==> src/rtl/mac_lb_pkg.sv <==
// Shared definitions for the MAC loopback traffic generator/checker.
//   DATA_W / KEEP_W : AXI-Stream data and keep widths (64-bit datapath)
//   tx_state_e      : TX FSM state encoding
//   pack_beat()     : builds the self-describing beat word
//                     {seq, beat, ~seq, ~beat}
package mac_lb_pkg;

    localparam int DATA_W = 64;
    localparam int KEEP_W = DATA_W / 8;

    typedef enum logic [2:0] {
        ST_IDLE,
        ST_WAIT_RDY,
        ST_SEND,
        ST_GAP,
        ST_DONE
    } tx_state_e;

    // The inverted copies let the checker catch stuck or flipped bits in
    // both halves of the word, not just a wrong sequence number.
    function automatic logic [DATA_W-1:0] pack_beat(input logic [15:0] seq,
                                                    input logic [15:0] beat);
        return {seq, beat, ~seq, ~beat};
    endfunction

endpackage

==> src/rtl/mac_lb_traffic_if.sv <==
// AXI-Stream bundle between the traffic block and the MAC.
//   master : drives tdata/tkeep/tvalid/tlast, samples tready
//   slave  : samples tdata/tkeep/tvalid/tlast, drives tready
// Handshake: a beat transfers on a rising edge where tvalid and tready are
// both 1; while tvalid=1 and tready=0 the master holds tdata/tkeep/tlast.
interface mac_lb_traffic_if;
    import mac_lb_pkg::*;

    logic [DATA_W-1:0] tdata;
    logic [KEEP_W-1:0] tkeep;
    logic              tvalid;
    logic              tlast;
    logic              tready;

    modport master (output tdata, tkeep, tvalid, tlast, input tready);
    modport slave  (input tdata, tkeep, tvalid, tlast, output tready);

endinterface

==> src/rtl/mac_lb_checker.sv <==
// RX loopback checker: compares every received beat against the expected
// {eseq, ebeat, ~eseq, ~ebeat} word and counts good/bad frames.
//   clk, rst_n   : clock, asynchronous active-low reset
//   clr          : clears expected position and counters (accepted start)
//   beats        : beats per frame (already forced to >= 1)
//   rx           : AXIS slave from the MAC RX path, tready tied high
//   rx_good      : saturating count of clean frames
//   rx_err       : saturating count of bad frames
module mac_lb_checker (
    input  logic                    clk,
    input  logic                    rst_n,
    input  logic                    clr,
    input  logic [7:0]              beats,
    mac_lb_traffic_if.slave         rx,
    output logic [15:0]             rx_good,
    output logic [15:0]             rx_err
);
    import mac_lb_pkg::*;

    logic [15:0]       eseq_q, eseq_d;
    logic [7:0]        ebeat_q, ebeat_d;
    logic              bad_q, bad_d;
    logic [15:0]       good_q, good_d;
    logic [15:0]       err_q, err_d;
    logic [DATA_W-1:0] exp_word;
    logic              at_end;
    logic              frame_bad;

    // The MAC RX path cannot be stalled.
    assign rx.tready = 1'b1;

    always_comb begin
        eseq_d    = eseq_q;
        ebeat_d   = ebeat_q;
        bad_d     = bad_q;
        good_d    = good_q;
        err_d     = err_q;
        exp_word  = pack_beat(eseq_q, {8'h00, ebeat_q});
        at_end    = (ebeat_q == beats - 8'd1);
        // A beat past the expected length without tlast also spoils the frame.
        frame_bad = bad_q || (rx.tdata != exp_word) || (rx.tkeep != '1) ||
                    (at_end && !rx.tlast);
        if (clr) begin
            eseq_d  = '0;
            ebeat_d = '0;
            bad_d   = 1'b0;
            good_d  = '0;
            err_d   = '0;
        end else if (rx.tvalid) begin
            if (rx.tlast) begin
                if (frame_bad || !at_end) begin
                    if (err_q != 16'hFFFF) err_d = err_q + 16'd1;
                end else begin
                    if (good_q != 16'hFFFF) good_d = good_q + 16'd1;
                end
                ebeat_d = '0;
                bad_d   = 1'b0;
                // Resync on the received sequence so one bad frame costs one count.
                eseq_d  = rx.tdata[63:48] + 16'd1;
            end else begin
                bad_d = frame_bad;
                if (!at_end) ebeat_d = ebeat_q + 8'd1;
            end
        end
    end

    always_ff @(posedge clk or negedge rst_n) begin
        if (!rst_n) begin
            eseq_q  <= '0;
            ebeat_q <= '0;
            bad_q   <= 1'b0;
            good_q  <= '0;
            err_q   <= '0;
        end else begin
            eseq_q  <= eseq_d;
            ebeat_q <= ebeat_d;
            bad_q   <= bad_d;
            good_q  <= good_d;
            err_q   <= err_d;
        end
    end

    assign rx_good = good_q;
    assign rx_err  = err_q;

endmodule

==> src/rtl/mac_lb_traffic.sv <==
// MAC loopback traffic generator: sends cfg_frames frames of cfg_beats beats
// of patterned data to the MAC TX, and checks the looped-back RX stream.
//   clk, rst_n            : MAC user clock, asynchronous active-low reset
//   mac_ready             : link up; a new frame starts only while high
//   start                 : one-cycle pulse, accepted only in IDLE
//   cfg_frames, cfg_beats : run length (beats 0 is treated as 1)
//   tx                    : AXIS master to MAC TX
//   rx                    : AXIS slave from MAC RX
//   busy, done            : run in progress / sticky completion
//   tx_frames, rx_good, rx_err : saturating frame counters
//   dbg_state             : current TX FSM state
module mac_lb_traffic #(
    parameter int IFG_CYCLES = 4,
    parameter int DATA_W     = 64
) (
    input  logic                  clk,
    input  logic                  rst_n,
    input  logic                  mac_ready,
    input  logic                  start,
    input  logic [15:0]           cfg_frames,
    input  logic [7:0]            cfg_beats,
    mac_lb_traffic_if.master      tx,
    mac_lb_traffic_if.slave       rx,
    output logic                  busy,
    output logic                  done,
    output logic [15:0]           tx_frames,
    output logic [15:0]           rx_good,
    output logic [15:0]           rx_err,
    output mac_lb_pkg::tx_state_e dbg_state
);
    import mac_lb_pkg::*;

    tx_state_e         state_q, state_d;
    logic [15:0]       frames_left_q, frames_left_d;
    logic [7:0]        beats_q, beats_d;
    logic [15:0]       seq_q, seq_d;
    logic [7:0]        beat_q, beat_d;
    logic [7:0]        gap_cnt_q, gap_cnt_d;
    logic [15:0]       tx_frames_q, tx_frames_d;
    logic              busy_q, busy_d;
    logic              done_q, done_d;
    logic              tvalid_q, tvalid_d;
    logic              tlast_q, tlast_d;
    logic [DATA_W-1:0] tdata_q, tdata_d;
    logic [KEEP_W-1:0] tkeep_q, tkeep_d;
    logic [7:0]        next_beat;
    logic              accept_start;

    assign accept_start = start && (state_q == ST_IDLE);

    always_comb begin
        state_d       = state_q;
        frames_left_d = frames_left_q;
        beats_d       = beats_q;
        seq_d         = seq_q;
        beat_d        = beat_q;
        gap_cnt_d     = gap_cnt_q;
        tx_frames_d   = tx_frames_q;
        busy_d        = busy_q;
        done_d        = done_q;
        tvalid_d      = tvalid_q;
        tlast_d       = tlast_q;
        tdata_d       = tdata_q;
        tkeep_d       = tkeep_q;
        next_beat     = beat_q + 8'd1;
        case (state_q)
            ST_IDLE: begin
                if (start) begin
                    state_d       = ST_WAIT_RDY;
                    frames_left_d = cfg_frames;
                    beats_d       = (cfg_beats == 8'd0) ? 8'd1 : cfg_beats;
                    seq_d         = '0;
                    beat_d        = '0;
                    tx_frames_d   = '0;
                    done_d        = 1'b0;
                    busy_d        = 1'b1;
                end
            end
            ST_WAIT_RDY: begin
                if (frames_left_q == 16'd0) begin
                    state_d = ST_DONE;
                    busy_d  = 1'b0;
                end else if (mac_ready) begin
                    // First beat is loaded here so tvalid rises on the next edge.
                    state_d  = ST_SEND;
                    beat_d   = '0;
                    tvalid_d = 1'b1;
                    tkeep_d  = '1;
                    tdata_d  = pack_beat(seq_q, 16'h0000);
                    tlast_d  = (beats_q == 8'd1);
                end
            end
            ST_SEND: begin
                // mac_ready is deliberately ignored here: a started frame always completes.
                if (tx.tready) begin
                    if (tlast_q) begin
                        tvalid_d      = 1'b0;
                        tlast_d       = 1'b0;
                        tkeep_d       = '0;
                        beat_d        = '0;
                        seq_d         = seq_q + 16'd1;
                        frames_left_d = frames_left_q - 16'd1;
                        if (tx_frames_q != 16'hFFFF) tx_frames_d = tx_frames_q + 16'd1;
                        if (IFG_CYCLES > 0) begin
                            state_d   = ST_GAP;
                            gap_cnt_d = '0;
                        end else begin
                            state_d = ST_WAIT_RDY;
                        end
                    end else begin
                        beat_d  = next_beat;
                        tdata_d = pack_beat(seq_q, {8'h00, next_beat});
                        tlast_d = (next_beat == beats_q - 8'd1);
                    end
                end
            end
            ST_GAP: begin
                if (gap_cnt_q == 8'(IFG_CYCLES - 1)) state_d = ST_WAIT_RDY;
                else gap_cnt_d = gap_cnt_q + 8'd1;
            end
            ST_DONE: begin
                done_d  = 1'b1;
                state_d = ST_IDLE;
            end
            default: state_d = ST_IDLE;
        endcase
    end

    always_ff @(posedge clk or negedge rst_n) begin
        if (!rst_n) begin
            state_q       <= ST_IDLE;
            frames_left_q <= '0;
            beats_q       <= 8'd1;
            seq_q         <= '0;
            beat_q        <= '0;
            gap_cnt_q     <= '0;
            tx_frames_q   <= '0;
            busy_q        <= 1'b0;
            done_q        <= 1'b0;
            tvalid_q      <= 1'b0;
            tlast_q       <= 1'b0;
            tdata_q       <= '0;
            tkeep_q       <= '0;
        end else begin
            state_q       <= state_d;
            frames_left_q <= frames_left_d;
            beats_q       <= beats_d;
            seq_q         <= seq_d;
            beat_q        <= beat_d;
            gap_cnt_q     <= gap_cnt_d;
            tx_frames_q   <= tx_frames_d;
            busy_q        <= busy_d;
            done_q        <= done_d;
            tvalid_q      <= tvalid_d;
            tlast_q       <= tlast_d;
            tdata_q       <= tdata_d;
            tkeep_q       <= tkeep_d;
        end
    end

    assign tx.tvalid = tvalid_q;
    assign tx.tlast  = tlast_q;
    assign tx.tdata  = tdata_q;
    assign tx.tkeep  = tkeep_q;
    assign busy      = busy_q;
    assign done      = done_q;
    assign tx_frames = tx_frames_q;
    assign dbg_state = state_q;

    // The checker uses the latched beat count, valid from the edge that accepts start.
    mac_lb_checker u_checker (
        .clk     (clk),
        .rst_n   (rst_n),
        .clr     (accept_start),
        .beats   (beats_q),
        .rx      (rx),
        .rx_good (rx_good),
        .rx_err  (rx_err)
    );

endmodule

==> src/flat_wrapper.sv <==
// flat-port wrapper written by rule: the top's interface ports become plain ports
module mac_lb_traffic_flat import mac_lb_pkg::*;
#(
    parameter int IFG_CYCLES = 4,
    parameter int DATA_W     = 64
)
  (clk, rst_n, mac_ready, start, cfg_frames, cfg_beats, busy, done, tx_frames, rx_good, rx_err, dbg_state, tx_tdata, tx_tkeep, tx_tvalid, tx_tlast, tx_tready, rx_tdata, rx_tkeep, rx_tvalid, rx_tlast, rx_tready);
  mac_lb_traffic_if tx_i ();
  mac_lb_traffic_if rx_i ();
  input  logic clk;
  input  logic rst_n;
  input  logic mac_ready;
  input  logic start;
  input  logic [15:0] cfg_frames;
  input  logic [7:0] cfg_beats;
  output logic busy;
  output logic done;
  output logic [15:0] tx_frames;
  output logic [15:0] rx_good;
  output logic [15:0] rx_err;
  output mac_lb_pkg::tx_state_e dbg_state;
  output wire logic [$bits(tx_i.tdata)-1:0] tx_tdata;
  output wire logic [$bits(tx_i.tkeep)-1:0] tx_tkeep;
  output wire logic [$bits(tx_i.tvalid)-1:0] tx_tvalid;
  output wire logic [$bits(tx_i.tlast)-1:0] tx_tlast;
  input wire logic [$bits(tx_i.tready)-1:0] tx_tready;
  input wire logic [$bits(rx_i.tdata)-1:0] rx_tdata;
  input wire logic [$bits(rx_i.tkeep)-1:0] rx_tkeep;
  input wire logic [$bits(rx_i.tvalid)-1:0] rx_tvalid;
  input wire logic [$bits(rx_i.tlast)-1:0] rx_tlast;
  output wire logic [$bits(rx_i.tready)-1:0] rx_tready;
  assign tx_tdata = tx_i.tdata;
  assign tx_tkeep = tx_i.tkeep;
  assign tx_tvalid = tx_i.tvalid;
  assign tx_tlast = tx_i.tlast;
  assign tx_i.tready = tx_tready;
  assign rx_i.tdata = rx_tdata;
  assign rx_i.tkeep = rx_tkeep;
  assign rx_i.tvalid = rx_tvalid;
  assign rx_i.tlast = rx_tlast;
  assign rx_tready = rx_i.tready;
  mac_lb_traffic #(.IFG_CYCLES(IFG_CYCLES), .DATA_W(DATA_W)) u_core (.clk(clk), .rst_n(rst_n), .mac_ready(mac_ready), .start(start), .cfg_frames(cfg_frames), .cfg_beats(cfg_beats), .tx(tx_i), .rx(rx_i), .busy(busy), .done(done), .tx_frames(tx_frames), .rx_good(rx_good), .rx_err(rx_err), .dbg_state(dbg_state));
endmodule
==> config.mk <==
export PLATFORM = sky130hd
export DESIGN_NAME = mac_lb_traffic_flat
export DESIGN_NICKNAME = d
export VERILOG_FILES = /design/src/rtl/mac_lb_pkg.sv /design/src/rtl/mac_lb_traffic_if.sv /design/src/rtl/mac_lb_checker.sv /design/src/rtl/mac_lb_traffic.sv /design/src/flat_wrapper.sv
export SDC_FILE = /design/constraint.sdc
export NUM_CORES = 1
export LEC_CHECK = 0
export ABC_AREA = 1
export CAP_MARGIN = 10
export CELL_PAD_IN_SITES_DETAIL_PLACEMENT = 1
export CELL_PAD_IN_SITES_GLOBAL_PLACEMENT = 2
export CORE_ASPECT_RATIO = 0.5
export CORE_UTILIZATION = 31
export CTS_BUF_LIST = sky130_fd_sc_hd__clkbuf_16
export CTS_CLUSTER_DIAMETER = 60
export DETAILED_ROUTE_END_ITERATION = 6
export DONT_BUFFER_PORTS = 1
export MAX_ROUTING_LAYER = met4
export PLACE_DENSITY = 0.7
export RECOVER_POWER = 100
export SYNTH_ARGS = -nofsm -noshare
export SYNTH_HDL_FRONTEND = slang
export SYNTH_HIERARCHICAL = 1
export SYNTH_SLANG_ARGS = --single-unit
==> constraint.sdc <==
create_clock -name clk -period 3.6 [get_ports clk]
set_input_delay 0.72 -clock clk [delete_from_list [all_inputs] [get_ports clk]]
set_output_delay 0.72 -clock clk [all_outputs]
set_load 0.005 [all_outputs]
* Word-level counts from Yosys, hierarchy flattened
Cells that the tools add are included.
W data, S select, Z words.
** Word-level totals
- Register bits :: 208
- Input port bits :: 103
- Output and inout port bits :: 128
- Word-level logic and storage cells :: 168
** Cells by class
- Add/subtract/negate cells :: 10
- Equal/unequal tests :: 26
- Multiplexer cells :: 73
- Bitwise gates (word level) :: 4
- Reductions and logical operators :: 37
** Operators by type and width (count)
- $mux W16 :: 22
- $mux W64 :: 4
- $pmux W64 S2 :: 1
- $mux W8 :: 15
- $pmux W16 S2 :: 3
- $add A16 B1 Y16 const B :: 5
- $ne A64 B64 Y1 :: 1
- $ne A16 B16 Y1 const B :: 3
- $not A16 Y16 :: 2
- $not A8 Y16 :: 2
- $pmux W8 S2 :: 2
- $reduce_and A5 Y1 :: 5
- $add A8 B1 Y8 const B :: 3
- $pmux W8 S3 :: 1
- $reduce_and A4 Y1 :: 5
- $reduce_bool A2 Y1 :: 10
- $mux W3 :: 6
- $eq A8 B8 Y1 :: 2
- $logic_not A16 Y1 :: 1
- $sub A16 B1 Y16 const B :: 1
- $mux W1 :: 14
- $ne A2 B2 Y1 const B :: 6
- $pmux W3 S4 :: 1
- $ne A2 B1 Y1 const B :: 5
- 17 further kinds :: 30

* Depth between registers and ports, before layout
Gate-level depths: netlist (run 1).
- Word-level depth :: 10
- Depth in mapped cells :: 17
- Depth with buffers taken out :: 16

* Cells and area by module
The synthesis (run 1) kept the hierarchy.
** Modules (own cells, without submodules)
- mac_lb_traffic :: times used 1, cells each 904, area each 6993.0 um2, seq. area each 3204.3 um2
- mac_lb_checker :: times used 1, cells each 752, area each 4668.2 um2, seq. area each 1426.4 um2

* Least setup slack after synthesis (run 1)
OpenSTA, ideal clock, no wires.
- Kind :: input port to flip-flop
- Start point :: input port start
- End point :: register u_core.u_checker.err_q[0], in the netlist u_core/u_checker/rx_err[0]
- Data arrival time :: 2.551 ns
- Slack :: 0.983 ns
- Stages on the path :: 11
- Cell sequence :: inv_1 > nor2_1 > buf_2 > buf_2 > clkbuf_1 > inv_1 > o21ai_1 > buf_2 > clkbuf_1 > nand3_1 > nand2_1
** On the way
- Word-level cells in the longest chain between the ends :: 3
- Elaborated cells on any way between the ends :: 7
** Ends and longest elaborated chain
- start, declared :: line flat_wrapper.sv:13 : input logic start;
- $logic_and A1 B1 Y1 * :: line mac_lb_traffic.sv:49 : assign accept_start = start && (state_q == ST_IDLE);
- named net u_core.accept_start :: line mac_lb_traffic.sv:47 : logic accept_start;
- $reduce_bool A2 Y1 (no line)
- $reduce_and A4 Y1 (no line)
- end signal, assigned :: line mac_lb_checker.sv:79 : err_q <= err_d;
- end, declared :: line mac_lb_checker.sv:24 : logic [15:0] err_q, err_d;
The timed path passes the listed nets; every way through them passes the cells marked *.
A chain may end at the register's enable or synchronous reset.

* Worst setup path after layout (run 1)
- Start point :: register u_core.state_q[1], in the netlist u_core/dbg_state[1]
- End point :: register u_core.u_checker.eseq_q[9]
** On the way
- Word-level cells in the longest chain between the ends :: 4
- Elaborated cells on any way between the ends :: 6
** Ends and longest elaborated chain
- start, declared :: line mac_lb_traffic.sv:33 : tx_state_e state_q, state_d;
- start signal, assigned :: line mac_lb_traffic.sv:145 : state_q <= state_d;
- $logic_not A3 Y1 * :: line mac_lb_traffic.sv:49
- $logic_and A1 B1 Y1 * :: line mac_lb_traffic.sv:49
- $reduce_bool A2 Y1 (no line)
- $reduce_and A2 Y1 (no line)
- end signal, assigned :: line mac_lb_checker.sv:75 : eseq_q <= eseq_d;
- end, declared :: line mac_lb_checker.sv:20 : logic [15:0] eseq_q, eseq_d;
Mark *: on every way between the ends. The rest lies on a longest branch, timed or not.

==> flow_summary.ini, run 1 <==
[status]
status = complete, but fails checks
violations = max-capacitance violations, max-slew violations

[pwr]
power_frac_comb_pct = 38.8
p_int_mw = 4.73
p_per_area_nw_per_um2 = 728
clkPwrFrac_pct = 21.9
switching_power_mw = 4.36
seqPwrFrac_pct = 39.3
netSwitchingFraction_pct = 47.9
p_leak_nw = 5.79
ir_drop_mv = 0.302

[global_routing]
grt_max_degree = 186
grt_pass1_vias = 11089
grt_pass1_wl_mm = 61.8
grtUsageTotal_pct = 20.8
antenna_found_initial = 1
grt_overflow = 0

[sta]
max-slew-margin-rel_pct = -71.5
slew_viol_final = 51
max_freq_mhz = 323
worst_pin_slew_ns = 2.57
finalCriticalPeriod_ns = 3.10
setup-tns-final_ns = 0
finalHoldWorstSlack_ns = 0.00262
finalCritPeriodShare_pct = 86.0
hold_viol = 0
setup-violations-final = 0
rsz0062_at_grt = no
finClkSkew_ns = 0.0189

[logic_synthesis]
synth_seq_area_share_pct = 39.7
syn_area_um2 = 11700
synthDistinctLibCells = 52
syn_avg_cell_area_um2 = 7.04
synth.cells.most_frequent = 485 x nand2_1, 206 x nor2_1, 184 x dfrtp_1, 169 x inv_1, 131 x nand3_1
synth.most_common_cell = nand2_1
syn_inst = 1656
synthTopCellsByArea = dfrtp_1 39%, nand2_1 16%, nor2_1 6.6%, nand3_1 5.6%, inv_1 5.4%
synth_top_area_cell = dfrtp_1
ys_async_sr_fraction_pct = 100
ys_ff_latch = 185
synth_top_area_share_pct = 39.5
ys.flop_type = dfrtp_1
synth_warnings = 6
synth-edff-count = 0

[die]
die_w_um = 276
fp-row-count = 49
initial_core_util_pct = 32.0
core-area_um2 = 36500
io_pins = 231
dieArea_um2 = 38400
die_y_um = 139

[detailed_routing]
drc = 0
wirelength_mm = 38.2
wl_met3_mm = 1.13
wl_met2_mm = 19.0
wl_met1_mm = 17.5
drt_iter0_drc = 492
ant_nets = 0
avgViaCountPerCell = 4.99
highest_layer = met4
wire_per_inst_um = 18.0
via_count = 10586
drt-pass1-iter-count = 5

[cts]
cts.reportedPaths.clkPinSlew_ns = 0.08
cts_sinks = 185
cts_max_path_buffers = 2
numCtsBuffers = 17
insertion_delay_ns = 0.46
cts_setup_buffers = 0
cts_resized = 0
tritoncts = done
root_buffer = clkbuf_16
htreeDepth = 4

[cells_and_area]
fin_nets = 1738
drive_gt1_share_pct = 4.34
syn_to_final_growth_pct = 6.98
nFillCells = 4558

[setup_path]
path_class = register to register
crit_path_max_incr_delay_ns = 0.97
crit_family = buffers and inverters
crit_top_cell = inv_1
crit_buf_inv = 3
slowest_stage = clkbuf_2
crit_chain = nor2_1 > nand2_1 > nor2_4 > inv_1 > o21ai_0 > clkbuf_2 > inv_1 > a32o_1
end_kind = register
crit_required_ns = 3.95
worstPathArrival_ns = 3.44
critPathLaunchType = register
cp_max_fo = 47

[placement]
io_buffers = 0
dp_hpwl_mm = 28.4
gp_congestion = 0.881

[flow_run]
cap_violations = 1

[min_path]
hp-class = primary input to asynchronous set/reset pin
cells by family (layout without fill, tap and decap cells):
| kind of cell | count (synthesis) | in the layout | synth area share (%) |
|---|---|---|---|
| other | 2 | 10 | 0.0644 |
| XOR/XNOR | 62 | 62 | 4.66 |
| AO/OA/AOI/OAI | 194 | 194 | 9.38 |
| adder cells (fa/ha/maj) | 13 | 13 | 1.39 |
| AND/OR/NAND/NOR | 948 | 948 | 34.9 |
| flip-flops | 185 | 185 | 39.7 |
| buffers and inverters | 252 | 224 | 9.86 |
routing by layer:
metal  track usage, %  vias up
li1                 -     5229
met1             25.7     5197
met2             35.2      127
met3             3.50       33
met4             5.56        0
met5                -        -
sequential cells by signal, indices dropped and copies added (netlist names):
| name | flops |
|---|---|
| u_core/tx.tlast | 1 |
| u_core/beat_q | 8 |
| u_core/tx.tkeep | 1 |
| u_core/gap_cnt_q | 8 |
| u_core/tx_frames | 16 |
| u_core/seq_q | 16 |
| u_core/dbg_state | 3 |
| u_core/tx.tdata | 49 |
| u_core/u_checker/bad_q | 1 |
| u_core/u_checker/ebeat_q | 8 |
| u_core/u_checker/rx_good | 16 |
| u_core/u_checker/eseq_q | 16 |
| u_core/done | 1 |
| u_core/busy | 1 |
| u_core/frames_left_q | 16 |
| u_core/u_checker/rx_err | 16 |
| u_core/beats_q | 8 |
power groups by stage:
stage	combinational, mW	clock [mW]	sequential, mW
after floorplan	2.98	0	3.31
after global placement	3.53	0	3.62
final	3.53	1.99	3.57
after global routing	4.05	2.15	3.69
after detailed placement	3.66	0	3.64
after CTS	3.67	2.06	3.60
cells in the final DEF, fill, tap and decap left out, types with 18 or more instances in the layout:
cell type,netlist,layout
nand2_1,485,494
nor2_1,206,208
dfrtp_1,184,184
inv_1,169,173
nand3_1,131,131
o21ai_0,83,131
xor2_1,44,44
nand4_1,37,37
nor3_1,34,34
xnor2_1,18,18
stage by stage:
step	power, mW	utilization, %	area, um^2	instances	worst slack [ns]
2_1_floorplan	6.29	-	11700	1663	0.983
3_3_place_gp	7.15	32.7	11900	2086	1.03
3_5_place_dp	7.30	32.7	11900	2086	0.920
4_1_cts	9.34	34.4	12500	2118	0.899
5_1_grt	9.89	34.2	12500	2120	0.307
6_report	9.09	34.2	12500	2120	0.504
worst paths after layout:
| kind | startpoint | end | slack (ns) | cells past startpoint |
|---|---|---|---|---|
| max | u_core/dbg_state[1]$_DFFE_PN0P_ | u_core/u_checker/eseq_q[9]$_DFFE_PN0P_ | 0.50 | 8 |
| min | rst_n | u_core/beats_q[5]$_DFFE_PN0P_ | 0.003 | 0 |
| max reg2reg | u_core/dbg_state[1]$_DFFE_PN0P_ | u_core/u_checker/eseq_q[9]$_DFFE_PN0P_ | 0.50 | 8 |
| min reg2reg | u_core/seq_q[1]$_DFFE_PN0P_ | u_core/tx.tdata[17]$_DFFE_PN0P_ | 0.50 | 1 |
| max in group asynchronous | rst_n | u_core/u_checker/rx_err[2]$_DFFE_PN0P_ | 0.83 | 1 |
| min in group clk | rx_tdata[48] | u_core/u_checker/eseq_q[0]$_DFFE_PN0P_ | 0.35 | 1 |
layout make-up:
cell class	count	area (um^2)	share of cell area, %
multi-input combinational	1226	5860	47.0
inverter	183	687	5.51
antenna	1	2.50	0.0201
timing repair buffer	9	72.6	0.582
clock inverter	15	188	1.50
tap	484	606	4.85
clock buffer	17	425	3.41
sequential	185	4630	37.1
Note: power is estimated with default switching activity, not from simulation.
==> run 2, diff against run 1 <==
Settings changed: GPL_TIMING_DRIVEN from default to 0.
==> run 2 against run 1 <==
The run still ends with max-capacitance violations, max-slew violations left. Clock-buffer cell count unchanged. Combinational power up 9.9%. Via count up 4.3%. Sequential share of layout area down 0.97 points. Power up 4.5%. Critical path depth up 2. Die area unchanged. Non-clock buffer count up 61. Flip-flop and latch count unchanged.
==> flow_summary.ini, run 2 (synthesis gave the netlist of run 1 again) <==
[placement]
dp_hpwl_mm = 30.4
io_buffers = 0
gp_congestion = 0.866
dp.cells = 2147
dpl_cell_area_um2 = 12300

[detailed_routing]
avgViaCountPerCell = 5.06
wire_per_inst_um = 18.5
wirelength_mm = 40.5
via_count = 11039
drt-pass1-iter-count = 4
drc = 0
ant_nets = 0
drt_iter0_drc = 566

[die]
die_w_um = 276
fp-row-count = 49
dieArea_um2 = 38400
io_pins = 231
die_y_um = 139
initial_core_util_pct = 32.0
core-area_um2 = 36500

[flow_run]
cap_violations = 2

[status]
status = complete, but fails checks
violations = max-capacitance violations, max-slew violations

[cts]
cts_setup_buffers = 0
tritoncts = done
cts_max_path_buffers = 2
insertion_delay_ns = 0.47
numCtsBuffers = 17
cts_sinks = 185
htreeDepth = 4
cts.reportedPaths.clkPinSlew_ns = 0.09
root_buffer = clkbuf_16

[global_routing]
grt_overflow = 0
grtUsageTotal_pct = 21.8
grt_pass1_vias = 11627
grt_pass1_wl_mm = 64.9
grt_max_degree = 186
antenna_found_initial = 2

[pwr]
p_leak_nw = 5.98
p_per_area_nw_per_um2 = 741
ir_drop_mv = 0.337
power_mw = 9.49

[sta]
max-slew-margin-rel_pct = -75.2
setup-violations-final = 0
hold_viol = 0
rsz0062_at_grt = no
slew_viol_final = 186
finalCritPeriodShare_pct = 91.9
setup-tns-final_ns = 0
max_freq_mhz = 302
finalHoldWorstSlack_ns = 0.102
finalCriticalPeriod_ns = 3.31
finClkSkew_ns = 0.0157
worst_pin_slew_ns = 2.63

[setup_path]
worstPathArrival_ns = 3.62
crit_required_ns = 3.92
cp_max_fo = 16
path_class = register to register
critPathLaunchType = register
end_kind = register

[min_path]
hp-class = primary input to asynchronous set/reset pin

[cells_and_area]
syn_to_final_growth_pct = 9.85
largest_reg_flops = 49
stdcell_count = 2182
fin_area_um2 = 12800
drive_gt1_share_pct = 6.78
mostFrequentLayoutCells = 486 x nand2_1, 209 x nor2_1, 184 x dfrtp_1, 173 x inv_1, 132 x nand3_1
fin_nets = 1799
final_common_cell = nand2_1
## run 2: final timing paths
kind	startpoint	end	slack (ns)	depth (start not counted)
worst max-delay path	u_core/dbg_state[1]$_DFFE_PN0P_	u_core/u_checker/eseq_q[5]$_DFFE_PN0P_	0.29	10
worst max register to register	u_core/dbg_state[1]$_DFFE_PN0P_	u_core/u_checker/eseq_q[5]$_DFFE_PN0P_	0.29	10
min in group clk	rx_tdata[48]	u_core/u_checker/eseq_q[0]$_DFFE_PN0P_	0.35	1
max in group asynchronous	rst_n	u_core/frames_left_q[2]$_DFFE_PN0P_	0.98	1
worst min register to register	u_core/frames_left_q[0]$_DFFE_PN0P_	u_core/frames_left_q[0]$_DFFE_PN0P_	0.51	1
worst min-delay path	rst_n	u_core/beats_q[0]$_DFFE_PN1P_	0.10	0
## run 2: worst max-delay path, stage by stage (launching register included)
cell      delay (ns)
dfrtp_1         0.48
nor2_1          0.23
nand2_1         0.13
nor2_1          0.17
buf_2           0.35
clkbuf_4        0.37
inv_1           0.26
o21ai_2         0.21
buf_2           0.28
clkbuf_1        0.48
o32ai_1         0.17
## run 2: area by class of cell
class | count | area, um^2
Fill cell | 4600 | 23700
Multi-Input combinational cell | 1226 | 5840
Sequential cell | 185 | 4630
Inverter | 183 | 687
Tap cell | 484 | 606
Clock buffer | 17 | 425
Buffer | 68 | 394
Clock inverter | 15 | 208
Timing Repair Buffer | 2 | 10.0
Antenna cell | 2 | 5.00
## run 2: per-layer routing
metal	vias up	global-route usage, %	routed length [um]
met5	-	-	0
met3	37	4.06	1420
met1	5486	26.4	18200
li1	5368	-	-
met2	148	37.5	20200
met4	0	5.47	614
## run 2: per-stage QoR
stage | setup WS [ns] | utilization [%]
5_1_grt | 0.0977 | 35.1
2_1_floorplan | 0.983 | -
3_5_place_dp | -0.265 | 33.7
3_3_place_gp | -0.151 | 33.7
4_1_cts | 0.0762 | 35.4
6_report | 0.292 | 35.1
## run 2: power breakdown
part,switching (mW),internal [mW],total (mW),leakage [nW]
clock,1.06,1.03,2.08,0.308
sequential,0.828,2.71,3.54,2.41
combinational,2.71,1.17,3.88,3.27
## run 2: repair_timing
item	4_1_cts	5_1_grt
pin swaps	0	0
endpoints found under the setup margin	43	12
gates resized for setup	5	2
endpoints found under the hold margin	184	89
